===== config.mk =====
export PLATFORM = sky130hd
export DESIGN_NAME = pll_div_chan
export DESIGN_NICKNAME = d
export VERILOG_FILES = /design/src/rtl/pll_div_pkg.sv /design/src/rtl/pll_div_cnt.sv /design/src/rtl/pll_div_chan.sv
export SDC_FILE = /design/constraint.sdc
export NUM_CORES = 1
export LEC_CHECK = 0
export ABC_AREA = 1
export CAP_MARGIN = 10
export CORE_MARGIN = 2
export CORE_UTILIZATION = 30
export DETAILED_ROUTE_END_ITERATION = 6
export HOLD_SLACK_MARGIN = 0.06
export SLEW_MARGIN = 20
export SYNTH_ARGS = -nofsm -noshare
export SYNTH_HDL_FRONTEND = slang
export SYNTH_SLANG_ARGS = --single-unit
export TNS_END_PERCENT = 10

===== constraint.sdc =====
create_clock -name clk -period 2.5 [get_ports clk]
set_input_delay 0.375 -clock clk [delete_from_list [all_inputs] [get_ports clk]]
set_output_delay 0.375 -clock clk [all_outputs]
set_load 0.02 [all_outputs]

===== src/rtl/pll_div_pkg.sv =====
// pll_div_pkg: shared definitions for the PLL divider channel.
//   state_t        : channel FSM state encoding
//   DIV_W_DEF      : default ratio/counter width
//   MIN_RATIO_DEF  : default smallest legal divide ratio
package pll_div_pkg;

  localparam int DIV_W_DEF     = 8;
  localparam int MIN_RATIO_DEF = 2;

  typedef enum logic [0:0] {
    IDLE = 1'b0,
    RUN  = 1'b1
  } state_t;

endpackage


===== src/rtl/pll_div_cnt.sv =====
// pll_div_cnt: modulo-N counter with terminal-count and square-wave decode.
// Ports:
//   clk, rst  : clock, synchronous active-high reset
//   run       : channel is in RUN; counting and decode enabled
//   clr       : force the counter back to 0 on the next edge
//   active    : current divide ratio N (>= 2 whenever run is high)
//   tc        : terminal count (cnt == N-1) while running
//   div_tick  : one-cycle pulse every N cycles (same as tc)
//   div_out   : high while cnt < N/2, low otherwise
module pll_div_cnt
  import pll_div_pkg::*;
#(
  parameter int DIV_W = DIV_W_DEF
) (
  input  logic             clk,
  input  logic             rst,
  input  logic             run,
  input  logic             clr,
  input  logic [DIV_W-1:0] active,
  output logic             tc,
  output logic             div_tick,
  output logic             div_out
);

  logic [DIV_W-1:0] cnt_r;
  logic [DIV_W-1:0] last_s;
  logic [DIV_W-1:0] half_s;

  assign last_s = active - DIV_W'(1);
  assign half_s = active >> 1;

  // Decode from the registered count only; counter never exceeds active-1.
  assign tc       = run && (cnt_r == last_s);
  assign div_tick = tc;
  assign div_out  = run && (cnt_r < half_s);

  // Counter: 0..active-1 then wrap; held at 0 outside RUN.
  always_ff @(posedge clk) begin
    if (rst) begin
      cnt_r <= '0;
    end else if (clr || !run || tc) begin
      cnt_r <= '0;
    end else begin
      cnt_r <= cnt_r + DIV_W'(1);
    end
  end

endmodule


===== src/rtl/pll_div_chan.sv =====
// pll_div_chan: one channel of the PLL feedback/output divider.
// Ports:
//   clk, rst    : clock, synchronous active-high reset
//   div_ratio   : requested divide ratio N
//   div_en_run  : level, 1 = divider running
//   div_en_upd  : rising edge requests a ratio reload while running
//   div_tick    : one-cycle pulse every N cycles
//   div_out     : divided square wave
//   dco_upd     : one-cycle strobe, a new ratio became active
//   dco_sts     : currently active ratio
//   load_err    : one-cycle strobe, requested ratio below MIN_RATIO ignored
module pll_div_chan
  import pll_div_pkg::*;
#(
  parameter int DIV_W     = DIV_W_DEF,
  parameter int MIN_RATIO = MIN_RATIO_DEF
) (
  input  logic             clk,
  input  logic             rst,
  input  logic [DIV_W-1:0] div_ratio,
  input  logic             div_en_run,
  input  logic             div_en_upd,
  output logic             div_tick,
  output logic             div_out,
  output logic             dco_upd,
  output logic [DIV_W-1:0] dco_sts,
  output logic             load_err
);

  localparam logic [DIV_W-1:0] MIN_R = DIV_W'(MIN_RATIO);

  state_t           state_r, state_nxt;
  logic [DIV_W-1:0] active_r, active_nxt;
  logic [DIV_W-1:0] shadow_r, shadow_nxt;
  logic             pend_r, pend_nxt;
  logic             upd_q_r;
  logic             dco_upd_r, dco_upd_nxt;
  logic             load_err_r, load_err_nxt;

  logic             run_s;
  logic             clr_s;
  logic             tc_s;
  logic             ratio_ok_s;
  logic             upd_edge_s;

  assign run_s      = (state_r == RUN);
  assign clr_s      = run_s && !div_en_run;
  assign ratio_ok_s = (div_ratio >= MIN_R);
  assign upd_edge_s = div_en_upd && !upd_q_r;

  pll_div_cnt #(
    .DIV_W (DIV_W)
  ) u_cnt (
    .clk      (clk),
    .rst      (rst),
    .run      (run_s),
    .clr      (clr_s),
    .active   (active_r),
    .tc       (tc_s),
    .div_tick (div_tick),
    .div_out  (div_out)
  );

  assign dco_upd  = dco_upd_r;
  assign load_err = load_err_r;
  assign dco_sts  = active_r;

  // Next-state, reload and status strobe logic.
  always_comb begin
    state_nxt    = state_r;
    active_nxt   = active_r;
    shadow_nxt   = shadow_r;
    pend_nxt     = pend_r;
    dco_upd_nxt  = 1'b0;
    load_err_nxt = 1'b0;
    case (state_r)
      IDLE: begin
        // A start always takes div_ratio directly; upd edges are ignored here.
        if (div_en_run) begin
          if (ratio_ok_s) begin
            state_nxt   = RUN;
            active_nxt  = div_ratio;
            dco_upd_nxt = 1'b1;
          end else begin
            load_err_nxt = 1'b1;
          end
        end else begin
          state_nxt = IDLE;
        end
      end
      RUN: begin
        if (!div_en_run) begin
          // Stop wins over any pending or simultaneous reload.
          state_nxt = IDLE;
          pend_nxt  = 1'b0;
        end else begin
          if (tc_s && pend_r) begin
            active_nxt  = shadow_r;
            pend_nxt    = 1'b0;
            dco_upd_nxt = 1'b1;
          end else begin
            active_nxt = active_r;
          end
          // Assigned after the reload so a request landing on a terminal
          // count stays pending until the next one.
          if (upd_edge_s) begin
            if (ratio_ok_s) begin
              shadow_nxt = div_ratio;
              pend_nxt   = 1'b1;
            end else begin
              load_err_nxt = 1'b1;
            end
          end else begin
            shadow_nxt = shadow_r;
          end
        end
      end
      default: begin
        state_nxt = IDLE;
        pend_nxt  = 1'b0;
      end
    endcase
  end

  // Channel state registers.
  always_ff @(posedge clk) begin
    if (rst) begin
      state_r    <= IDLE;
      active_r   <= '0;
      shadow_r   <= '0;
      pend_r     <= 1'b0;
      upd_q_r    <= 1'b0;
      dco_upd_r  <= 1'b0;
      load_err_r <= 1'b0;
    end else begin
      state_r    <= state_nxt;
      active_r   <= active_nxt;
      shadow_r   <= shadow_nxt;
      pend_r     <= pend_nxt;
      upd_q_r    <= div_en_upd;
      dco_upd_r  <= dco_upd_nxt;
      load_err_r <= load_err_nxt;
    end
  end

endmodule

### Yosys cells after proc, flatten, opt, wreduce, memory -nomap -nowiden

Index checks and enable logic that the tools add are counted.

| storage, ports and cells | value |
|---|---|
| register bits after elaboration | 29 |
| input port bits | 12 |
| output and inout bits | 12 |
| word-level logic and storage cells | 52 |

| operators by class | value |
|---|---|
| $add $sub $neg | 2 |
| magnitude comparators | 2 |
| eq/ne operators | 5 |
| mux-type cells | 21 |
| bitwise logic cells | 1 |
| reductions and logical operators | 13 |

Operators with widths:

| kind | number |
|---|---|
| 8-bit two-way mux | 4 |
| 8-bit one-hot mux with 2 select lines | 1 |
| 1-bit two-way mux | 13 |
| 8-bit by 1-bit adder with 8-bit output, second input constant | 1 |
| 8-bit equality test | 1 |
| 8-bit by 2-bit greater-or-equal comparator with 1-bit output, second input constant | 1 |
| 8-bit by 7-bit less-than comparator with 1-bit output | 1 |
| 4-bit AND reduction | 2 |
| 8-bit by 1-bit subtractor with 8-bit output, second input constant | 1 |
| 2-bit inequality test, second input constant | 3 |
| 1-bit one-hot mux with 2 select lines | 3 |
| 1-bit logical AND | 5 |
| 1-bit logical NOT | 3 |
| 1-bit logical OR | 2 |
| 2-bit by 1-bit inequality test with 1-bit output, second input constant | 1 |
| 2-bit OR reduction | 1 |
| 1-bit inverter | 1 |

### Depth between registers and ports, before layout

Gate-level depths: netlist of run 1.

| logic depth | value |
|---|---|
| depth in word-level cells | 8 |
| mapped depth | 14 |
| gate-level depth less buffers | 13 |

### By module

From an unflattened synthesis of run 1, not the netlist that was laid out.

| unflattened totals | value |
|---|---|
| cells, all modules | 274 |
| area, all modules | 1,825.5 um^2 |

By module, submodules not included:

| module | times used | cells an instance | area an instance (um^2) |
|---|---|---|---|
| pll_div_chan | 1 | 144 | 1,032.2 |
| pll_div_cnt | 1 | 130 | 793.3 |

### Worst setup path before layout of run 1

Ideal clock, no wire load.

| path | value |
|---|---|
| kind | reg-to-output |
| from | reg active_r[2], in the netlist dco_sts[2] |
| to | out div_out |
| arrival | 1.651 ns |
| data required time | 2.125 ns |
| setup slack | 0.474 ns |
| stages on the path, launching flop included | 10 |
| cells stage by stage | dfxtp_1 -> inv_1 -> ha_1 -> o21ai_0 -> nand2_1 -> nand3_1 -> nand2_1 -> a21oi_1 -> o21bai_1 -> a21oi_1 |

| on the way | value |
|---|---|
| cells in the longest elaborated chain, start to end | 2 |

Ends and longest elaborated chain:

| element | RTL line | text |
|---|---|---|
| start, declared | pll_div_chan.sv:33 | `logic [DIV_W-1:0] active_r, active_nxt;` |
| start signal, assigned | pll_div_chan.sv:137 | `active_r <= active_nxt;` |
| 8-bit by 7-bit less-than comparator with 1-bit output | pll_div_cnt.sv:35 | `assign div_out = run && (cnt_r < half_s);` |
| 1-bit logical AND | pll_div_cnt.sv:35 |  |
| end, declared | pll_div_chan.sv:24 | `output logic div_out,` |

Every way passes these cells.

### Worst setup path in the final report of run 1

| path | value |
|---|---|
| from | reg active_r[4], in the netlist dco_sts[4] |
| to | out div_out |

Same word-level chain as after synthesis.

==> results by group, run 1 <==
Synthesis
  • Synth warn: 0
  • Synthesized cell area: roughly 1700 sq um
  • Yosys reg bits: 29
  • Avg Inst Size Synth: between 6 and 7 sq um
  • Cells after Synth: 245
  • Most common cell in the netlist: nand2_1
  • EDFF count, synth: 0
  • Largest family of logic cells by synthesized area: simple AND/OR/NAND/NOR gates
  • Top post-synthesis cells by area: dfxtp_1, nand2_1, inv_1
  • Synth Area in XOR/XNOR: ~4.8%
  • Top cells by count, synth: nand2_1, inv_1, nor2_1
  • Mux share of post-synthesis cell area: 0%
  • Ys async rst share: 0%
  • Post-synth net total: approximately 270
  • Synth Area in Compound Gates: 13.39%
  • Largest area contributor in the netlist: dfxtp_1
  • Synth Flop Type: dfxtp_1
  • Library cells used by synthesis: 24
  • Post-synthesis simple-gate area fraction: between 30% and 40%
  • Synth top area share: 35.10%
  • Adder-cell area share of the yosys netlist: roughly 6%
  • Post-synthesis sequential area ratio: 35.10%

Drt
  • Initial DRC Count: 67
  • Routed via count: approximately 1600
  • DRT Pass-1 Iters: 4
  • Wl on met1: approximately 1900 um
  • Routed length on met3: ~190 um
  • Routed vias/inst: between 4 and 5
  • # DRC: 0
  • Wire length per cell: approximately 11 um
  • Routed Wire Length: between 3000 and 4000 um
  • Met2 routed WL: 1713 um
  • Highest routed layer: met4
  • Final ANT Viol Nets: 0

Timing
  • FMAX: approximately 430 MHz
  • Min Clock Period, post-route: between 2000 and 2500 ps
  • Setup violators final: 0
  • Slew @ Worst Pin: around 290 ps
  • Clk_skew: roughly 2.6 ps
  • Final hold vios: 0
  • Final period util: 92.12%
  • RSZ-0062 raised after global routing: false
  • Slew HR: 80.80%
  • Final setup TNS: 0 ps
  • Fin. max-slew vios: 0

Finish
  • Register Area: 580.6 sq um
  • Diodes inserted: 0
  • Fraction of layout cells with a size suffix above 1: 9.964%
  • Final core utilization: between 30% and 40%
  • Finished Layout Cells: 353
  • Final nets: 301
  • Footprint of the multi-input gates: between 900 and 1000 sq um
  • Area grow syn2layout: 27.61%
  • Fill count: around 600

Global route
  • Largest net degree at the start of global routing: 22
  • First-pass GRT wire length: roughly 6500 um
  • Vias in the first global route: roughly 1400
  • Total grt overflow: 0
  • Aggregate global-route resource usage: between 10% and 20%
  • Initial antenna violation count: 0

CTS
  • CTS tree: built
  • Clk sinks: 29
  • CTS Buffer Depth: 2
  • H-tree depth: 2
  • Clk_lat worst skew: ~270 ps
  • Clock root buffer: clkbuf_8
  • Reg clk slew, reported paths: ~60 ps
  • Num CTS Buffers: 5
  • Hold bufs inserted after CTS: 0

Die
  • Die H: 78.26 um
  • Core Area: about 5400 sq um
  • Rows: 27
  • DIE AREA: about 6100 sq um
  • I/O pin count: 24
  • Width of the die: just under 80 um
  • Initial Util: between 30% and 40%

Place
  • Placed cell count: roughly 350
  • Final GP Congestion: between 0.8 and 0.9
  • HPWL after DPL: around 3000 um
  • I/O Buffers: 23

Power
  • Leakage power: between 0.0009 and 0.001 uW
  • Max VDD drop: roughly 0.35 mV
  • Pwr dens: ~530 nW/um^2

Worst setup path
  • Crit path max fanout: 2
  • CP endpoint kind: output port
  • RR Startpoint: dco_sts[1]
  • Critical path type: reg2out
  • Worst setup SP type: register
  • Req. time, crit path: approximately 2100 ps
  • CP startpoint: dco_sts[4]
  • WP data arrival: 1930 ps

Min path
  • HP Start: shadow_r[6]
  • Hold Path Class: reg2reg

Job
  • Max-Cap Viols: 0

Run status
  • Result of the run: completed
==> area by class of cell <==
type | count | area share (%)
clock buffer | 7 | 4.090
timing repair buffer | 35 | 14.88
inverter | 33 | 5.868
sequential | 29 | 27.50
tap | 72 | 4.268
multi-input combinational | 177 | 43.39
==> kinds of logic after synthesis <==
family / count (synthesis)
simple gates: 117
compound gates: 43
buf+inv: 39
flops: 29
xor+xnor: 9
fa+ha+maj: 8
==> per-stage QoR <==
step | worst slack, ps | total power (uW) | hold slack (ps) | area, sq um
2_1_floorplan | 473.7 | 653.6 | 424.0 | 1654
3_3_place_gp | 155.3 | 743.1 | 431.1 | 2031
3_5_place_dp | 128.9 | 744.6 | 436.4 | 2031
4_1_cts | 91.16 | 1137 | 446.6 | 2115
5_1_grt | 20.13 | 1188 | 465.5 | 2111
6_report | 197.0 | 1114 | 444.5 | 2111
==> worst paths after layout <==
path | endpoint | slack [ps] | cells after the start
setup / recovery | div_out | 200 | 8
hold / removal | shadow_r[6] | 440 | 2
setup reg to reg | dco_sts[4] | 680 | 9
hold reg to reg | shadow_r[6] | 440 | 2
==> registers in the layout (all words and copies together) (netlist names) <==
name	count
load_err	1
run_s	1
shadow_r	8
u_cnt.cnt_r	8
dco_sts	8
pend_r	1
upd_q_r	1
dco_upd	1
==> routing by layer <==
metal | global-route usage (%) | vias to the layer above
li1 | - | 849
met1 | 17.88 | 684
met2 | 21.72 | 32
met3 | 4.253 | 2
met4 | 4.211 | 0
met5 | 0 | -
==> critical path, cell delays in order (launching register included) <==
cell and delay (ps):
dfxtp_1 320, inv_1 70, ha_1 320, a21oi_1 170, nand2_1 70, a21oi_1 120, o21bai_1 80, a21oi_1 160
dlygate4sd2_1 350
==> power breakdown <==
group,switching (uW),internal [uW]
Combinational,134,104
Sequential,13.3,481
Clock,164,218
==> layout by cell type, fill, tap and decap left out, types with 2 or more instances in the layout <==
| master | count |
|---|---|
| nand2_1 | 54 |
| inv_1 | 32 |
| nor2_1 | 31 |
| dfxtp_1 | 29 |
| a21oi_1 | 22 |
| clkdlybuf4s50_1 | 21 |
| o21ai_0 | 19 |
| nand3_1 | 17 |
| buf_4 | 12 |
| ha_1 | 8 |
| clkbuf_8 | 6 |
| nor2_2 | 5 |
| xor2_1 | 5 |
| xnor2_1 | 4 |
| nand3b_1 | 2 |
| nor3_1 | 2 |
| nor3b_1 | 2 |
==> what timing repair did <==
item                       4_1_cts  5_1_grt
resized for setup                2        2
setup endpoints to repair        2        1
buffers inserted                 0        0
Note: power is estimated with default switching activity, not from simulation.
==> run 2, diff against run 1 <==
--- a/config.mk
+++ b/config.mk
@@ -11,7 +11,6 @@
 export CORE_UTILIZATION = 30
 export DETAILED_ROUTE_END_ITERATION = 6
 export HOLD_SLACK_MARGIN = 0.06
-export SLEW_MARGIN = 20
 export SYNTH_ARGS = -nofsm -noshare
 export SYNTH_HDL_FRONTEND = slang
 export SYNTH_SLANG_ARGS = --single-unit
==> results of run 2 <==
The final DEF is identical to that of run 1; final timing and power are the same.
